==> src/rtl/mem_access_ctrl.sv <==
// rtl/mem_access_ctrl.sv - memory-access sequencer between control unit and 512x32 RAM
//
// Sequences one RAM read or write per request. Address and write data are
// held on ram_addr/ram_data for the whole transfer. The RAM read/write
// strobes are driven from here only. Read data is captured into rdata, and
// done is pulsed for one cycle at the end of each transfer.
//
// Ports
//   clock      in   system clock (posedge logic; the RAM samples on negedge)
//   reset      in   asynchronous active-high reset
//   req        in   access request, sampled in IDLE only
//   wr_en      in   1 = write, 0 = read, sampled with req
//   addr       in   32-bit word address, sampled with req
//   wdata      in   32-bit write data, sampled with req
//   busy       out  high from the accept edge until the return to IDLE
//   done       out  one-cycle completion pulse
//   rdata      out  last read result, held until the next read completes
//   addr_err   out  out-of-range flag for the current/last transfer
//   ram_read   out  RAM read strobe
//   ram_write  out  RAM write strobe
//   ram_addr   out  RAM address
//   ram_data   out  RAM write data
//   ram_out    in   RAM read data

module mem_access_ctrl #(
    parameter int DEPTH       = 512,
    parameter int WAIT_CYCLES = 2
) (
    input  logic        clock,
    input  logic        reset,
    input  logic        req,
    input  logic        wr_en,
    input  logic [31:0] addr,
    input  logic [31:0] wdata,
    output logic        busy,
    output logic        done,
    output logic [31:0] rdata,
    output logic        addr_err,
    output logic        ram_read,
    output logic        ram_write,
    output logic [31:0] ram_addr,
    output logic [31:0] ram_data,
    input  logic [31:0] ram_out
);

    localparam int CW = (WAIT_CYCLES > 1) ? $clog2(WAIT_CYCLES) : 1;

    typedef enum logic [1:0] {
        IDLE    = 2'd0,
        ACCESS  = 2'd1,
        CAPTURE = 2'd2,
        DONE    = 2'd3
    } state_t;

    state_t        state_q, state_d;
    logic [CW-1:0] cnt_q, cnt_d;
    logic          busy_q, busy_d;
    logic          done_q, done_d;
    logic [31:0]   rdata_q, rdata_d;
    logic          addr_err_q, addr_err_d;
    logic          ram_read_q, ram_read_d;
    logic          ram_write_q, ram_write_d;
    logic [31:0]   ram_addr_q, ram_addr_d;
    logic [31:0]   ram_data_q, ram_data_d;
    // Remembers that a real read was issued, so CAPTURE knows whether to
    // load rdata after the strobe has already dropped.
    logic          rd_pend_q, rd_pend_d;

    logic          in_range;

    // Full 32-bit compare: high address bits never alias into the RAM.
    assign in_range = (addr < 32'(DEPTH));

    always_comb begin
        state_d     = state_q;
        cnt_d       = cnt_q;
        busy_d      = busy_q;
        done_d      = 1'b0;
        rdata_d     = rdata_q;
        addr_err_d  = addr_err_q;
        ram_read_d  = ram_read_q;
        ram_write_d = ram_write_q;
        ram_addr_d  = ram_addr_q;
        ram_data_d  = ram_data_q;
        rd_pend_d   = rd_pend_q;

        case (state_q)
            IDLE: begin
                if (req) begin
                    ram_addr_d = addr;
                    ram_data_d = wdata;
                    busy_d     = 1'b1;
                    addr_err_d = 1'b0;
                    if (in_range) begin
                        ram_read_d  = ~wr_en;
                        ram_write_d = wr_en;
                        rd_pend_d   = ~wr_en;
                        cnt_d       = CW'(WAIT_CYCLES - 1);
                        state_d     = ACCESS;
                    end else begin
                        // No strobe. Passing through CAPTURE with nothing
                        // pending leaves rdata alone, and done lands one
                        // edge after the accept.
                        addr_err_d = 1'b1;
                        rd_pend_d  = 1'b0;
                        state_d    = CAPTURE;
                    end
                end
            end

            ACCESS: begin
                if (cnt_q == '0) begin
                    ram_read_d  = 1'b0;
                    ram_write_d = 1'b0;
                    state_d     = CAPTURE;
                end else begin
                    cnt_d = cnt_q - 1'b1;
                end
            end

            CAPTURE: begin
                if (rd_pend_q) begin
                    rdata_d = ram_out;
                end
                rd_pend_d = 1'b0;
                done_d    = 1'b1;
                state_d   = DONE;
            end

            DONE: begin
                busy_d  = 1'b0;
                state_d = IDLE;
            end

            default: begin
                ram_read_d  = 1'b0;
                ram_write_d = 1'b0;
                busy_d      = 1'b0;
                state_d     = IDLE;
            end
        endcase
    end

    always_ff @(posedge clock or posedge reset) begin
        if (reset) begin
            state_q     <= IDLE;
            cnt_q       <= '0;
            busy_q      <= 1'b0;
            done_q      <= 1'b0;
            rdata_q     <= '0;
            addr_err_q  <= 1'b0;
            ram_read_q  <= 1'b0;
            ram_write_q <= 1'b0;
            ram_addr_q  <= '0;
            ram_data_q  <= '0;
            rd_pend_q   <= 1'b0;
        end else begin
            state_q     <= state_d;
            cnt_q       <= cnt_d;
            busy_q      <= busy_d;
            done_q      <= done_d;
            rdata_q     <= rdata_d;
            addr_err_q  <= addr_err_d;
            ram_read_q  <= ram_read_d;
            ram_write_q <= ram_write_d;
            ram_addr_q  <= ram_addr_d;
            ram_data_q  <= ram_data_d;
            rd_pend_q   <= rd_pend_d;
        end
    end

    assign busy      = busy_q;
    assign done      = done_q;
    assign rdata     = rdata_q;
    assign addr_err  = addr_err_q;
    assign ram_read  = ram_read_q;
    assign ram_write = ram_write_q;
    assign ram_addr  = ram_addr_q;
    assign ram_data  = ram_data_q;

endmodule

==> config.mk <==
export PLATFORM = sky130hd
export DESIGN_NAME = mem_access_ctrl
export DESIGN_NICKNAME = d
export VERILOG_FILES = /design/src/rtl/mem_access_ctrl.sv
export SDC_FILE = /design/constraint.sdc
export NUM_CORES = 1
export LEC_CHECK = 0
export ABC_AREA = 1
export CORE_MARGIN = 3
export CORE_UTILIZATION = 41
export DETAILED_ROUTE_END_ITERATION = 6
export PLACE_DENSITY = 0.81
export RECOVER_POWER = 100
export SETUP_SLACK_MARGIN = 0.05
export SYNTH_ARGS = -nofsm -noshare
export SYNTH_HDL_FRONTEND = slang
export SYNTH_SLANG_ARGS = --single-unit
export TNS_END_PERCENT = 10
==> constraint.sdc <==
create_clock -name clock -period 3.65 [get_ports clock]
set_clock_uncertainty 0.05 [all_clocks]
set_input_delay 0.365 -clock clock [delete_from_list [all_inputs] [get_ports clock]]
set_output_delay 0.365 -clock clock [all_outputs]
set_load 0.03 [all_outputs]
* Word-level counts from Yosys, hierarchy flattened
Cells that the tools add are included.
** Word-level totals
- Bits of input ports :: 100
- Output and inout port bits :: 101
- Bits in registers :: 105
** Operators by class
- Reduce and logical (&&, ||, !) cells :: 11
- Bitwise logic cells :: 1
- Add/subtract/negate cells :: 1
- Mux-type cells :: 22
- Eq/ne operators :: 6
- Magnitude comparators :: 1
** Operators by type and width (count)
- < comparator 32 x 10 -> 1 bit, second input constant :: 1
- two-way mux 1 bit :: 13
- one-hot mux 1 bit (2 select lines) :: 5
- AND reduction 2 bit :: 5
- one-hot mux 2 bit (4 select lines) :: 1
- two-way mux 2 bit :: 3
- inequality test 2 bit, second input constant :: 3
- nonzero test 2 bit :: 3
- == test 2 bit, second input constant :: 2
- AND reduction 4 bit :: 1
- AND reduction 3 bit :: 1
- == test 2 x 1 -> 1 bit, second input constant :: 1
- zero test 2 bit :: 1
- inverter 1 bit :: 1
- subtractor 1 bit, second input constant :: 1

* Logic depth before layout (Yosys ltp)
- Depth in word-level cells :: 4
- Mapped depth :: 11
- Depth with buffers taken out :: 11

* Worst setup path after synthesis
No wires, ideal clock.
- Kind :: flip-flop to flip-flop
- Start :: register state_q[0]
- End :: register rdata_q[0], in the netlist rdata[0]
- Path buffers :: 1
- Path slack :: 2.182 ns
- Required time :: 3.475 ns
- Cell stages (with the launch flop) :: 6
- Clock period less this slack :: 1.468 ns
- Data arrival time :: 1.293 ns
- Setup time :: 0.125 ns
- Cell sequence :: dfrtp_1 -> inv_1 -> ha_1 -> nand2_1 -> buf_4 -> mux2_2
** On the way
- Longest elaborated chain between the ends :: 2
** Ends and longest elaborated chain
- start, declared :: RTL line 55 : state_t state_q, state_d;
- start signal, assigned :: RTL line 158 : state_q <= state_d;
- == test 2 bit :: RTL line 87 : case (state_q)
- AND reduction 2 bit (no source line)
- end signal, assigned :: RTL line 162 : rdata_q <= rdata_d;
- end, declared :: RTL line 59 : logic [31:0] rdata_q, rdata_d;
Every way passes these cells.
A chain may end at the register's enable or synchronous reset.

* Worst setup path after layout
- Start :: register state_q[0]
- End :: register rdata_q[1], in the netlist rdata[1]
The elaborated chain is that of the path after synthesis.

==> impl_metrics.yaml <==
outcome:
  status: "finished, violations left"
  violations: "max-capacitance violations, max-slew violations"
setup_path:
  cp.arrival_ns: 2.84
  crit_path_cell_trace: "inv_1 > ha_1 > nand2_1 > clkbuf_1 > mux2_2"
  end_kind: "register"
  cp.buffers_inverters: 2
  path_max_fanout: 32
  critical_path.top_delay_family: "buffers and inverters"
  cp.required_ns: 3.83
  slowest_delay_ns: 1.22
  cp_slowest_cell: "clkbuf_1"
  r2r_cells: 5
  cp.depth: 5
  crit_type: "register to register"
  start_kind: "register"
layout:
  final_area_um2: 6410
  finalNetCount: 719
  area_delta_synth_final_pct: 54.0
  drive_gt1_share_pct: 8.08
  n_fill_cell: 803
  final_util_pct: 65.3
  stdcell_count: 752
  n_antenna_cell: 0
sta:
  period_share_pct: 72.9
  relSlewSlack_pct: -13.7
  tightest_slew_ns: 1.71
  fmax_mhz: 376
  drv_slew: 33
  rsz0062_at_grt: "no"
  setup_viol: 0
  tns_ns: 0
  min_period_ns: 2.66
  hold_violations: 0
  holdWs_ns: 0.427
synthesis:
  netlist_area_um2: 4160
  yosys_warnings: 0
  yosysSeqAreaShare_pct: 63.2
  synth_seq_cells: 105
  syn_inst: 417
  synth_nets: 521
  ys_types: 18
  avgSynthCellArea_um2: 9.98
clock_tree:
  cts-buffers-inserted: 9
  cts_setup_buffers: 0
  cts.sinks: 105
  cts_tree: "done"
  holdBufCountCts: 0
  cts-root-buf: "clkbuf_8"
  cts.repair.resized: 0
  clk_pin_slew_ns: 0.09
  clockBufferDepth: 2
  insertion_delay_ns: 0.35
  ctsHtreeMaxLevel: 3
floorplanning:
  die_h_um: 107
  start_util_pct: 42.4
  die_w_um: 107
  coreArea_um2: 9820
  rows: 36
  die_area_um2: 11400
  ios: 201
min_path:
  hold_depth: 2
  hold_class: "register to register"
placed_design:
  place_area_um2: 6260
  dpl.cell_count: 737
  port_buffers: 200
  place.gp.congestion: 0.757
  dp_hpwl_mm: 8.21
global_routing:
  grt_overflow_total: 0
  antenna_found_initial: 0
  grtUsageTotal_pct: 19.2
  grt_pass1_wl_mm: 17.4
  grt_max_degree: 67
  grt_pass1_vias: 3451
route:
  ant_nets: 0
  initialDrtViolationCount: 166
  vias_per_cell: 4.66
  drc: 0
  dr.pass1.iters: 4
  vias: 3502
  routed_wl_mm: 10.8
  wl_per_cell_um: 14.4
job:
  maxCapViolCount: 1
pwr:
  pwr_density_cell_nw_per_um2: 715
  irDropWorstVdd_uv: 449
  p_leak_nw: 3.12
-- registers in the layout (all words and copies together), names as in the netlist --
name / flops
ram_write: 1
busy: 1
rdata: 32
rd_pend_q: 1
addr_err: 1
done: 1
ram_data: 32
ram_addr: 32
state_q: 2
ram_read: 1
cnt_q: 1
-- worst register-to-register path, stage by stage, from the launching register on --
cell      delay (ns)
dfrtp_1         0.40
inv_1           0.08
ha_1            0.25
nand2_1         0.07
clkbuf_1        1.22
mux2_2          0.46
-- where the power goes --
group	switching (W)	total [W]	internal [W]
registers	0.000192	0.00174	0.00154
clock network	0.000361	0.000675	0.000314
logic	0.00137	0.00217	0.000801
-- cells in the mapped netlist --
cell      number  share of area (%)
nor2_2         3               0.45
nand2_1      213                 19
o21ai_0        2               0.24
buf_4          8                1.4
clkbuf_1       2               0.18
nand3_1        5               0.60
inv_2          2               0.18
nor2_1        20                1.8
nand2_4        1               0.27
nand3_2        1               0.24
ha_1           4                1.2
a21oi_4        1               0.39
mux2_2        32                8.7
o22ai_1        1               0.15
buf_2          7               0.84
nand2_2        1               0.15
inv_1          9               0.81
dfrtp_1      105                 63
-- through the flow --
| step | power [W] | worst slack (ns) |
|---|---|---|
| floorplan | 0.00308 | 0.474 |
| global placement | 0.00405 | 1.46 |
| detailed placement | 0.00411 | 1.41 |
| CTS | 0.00479 | 1.56 |
| global route | 0.00488 | 0.774 |
| finish | 0.00458 | 0.991 |
-- layout by cell type (no fill, tap or decap), drive strengths merged --
master	netlist	routed
clkinvlp	0	1
clkbuf	2	15
clkdlybuf4s50	0	98
inv	11	11
bufinv	0	1
ha	4	4
nand3	6	6
nor2	23	23
clkinv	0	1
buf	15	1
nand2	215	215
o22ai	1	1
mux2	32	32
dfrtp	105	105
a21oi	1	1
o21ai	2	2
dlygate4sd3	0	102
-- path summary, 6_finish.rpt --
check | from | endpoint | slack [ns]
setup / recovery | state_q[0]$_DFFE_PP0P_ | rdata[1]$_DFFE_PP0P_ | 0.99
hold reg to reg | ram_data[2]$_DFFE_PP0P_ | ram_data[2]$_DFFE_PP0P_ | 0.43
hold / removal | ram_data[2]$_DFFE_PP0P_ | ram_data[2]$_DFFE_PP0P_ | 0.43
setup reg to reg | state_q[0]$_DFFE_PP0P_ | rdata[1]$_DFFE_PP0P_ | 0.99
max in group asynchronous | reset | ram_data[26]$_DFFE_PP0P_ | 1.23
min in group asynchronous | reset | ram_data[31]$_DFFE_PP0P_ | 0.59
-- layout make-up --
class                   count  area [µm²]  area share (%)
well taps                 133         166            2.60
multi-input cells         284        1370            21.4
inverters                  11        43.8           0.683
clock buffers              12         135            2.11
clock inverters             3        42.5           0.664
repair buffers            204        2020            31.5
flip-flops and latches    105        2630            41.0
-- layer usage --
metal	up-vias	part of all wire, %	track usage, %	wire length, µm
met3	16	6.4	3.97	690
met1	1686	39	23.8	4280
met4	0	1.9	6.67	210
li1	1685	-	-	-
met5	-	0	0	0
met2	115	52	33.5	5670
-- kinds of logic after synthesis --
group	count (synthesis)	share of synthesized area (%)
simple gates	244	22.7
flops	105	63.2
compound gates	4	0.782
fa+ha+maj	4	1.20
mux	32	8.66
buf+inv	28	3.46
(Power assumes the default switching activity.)
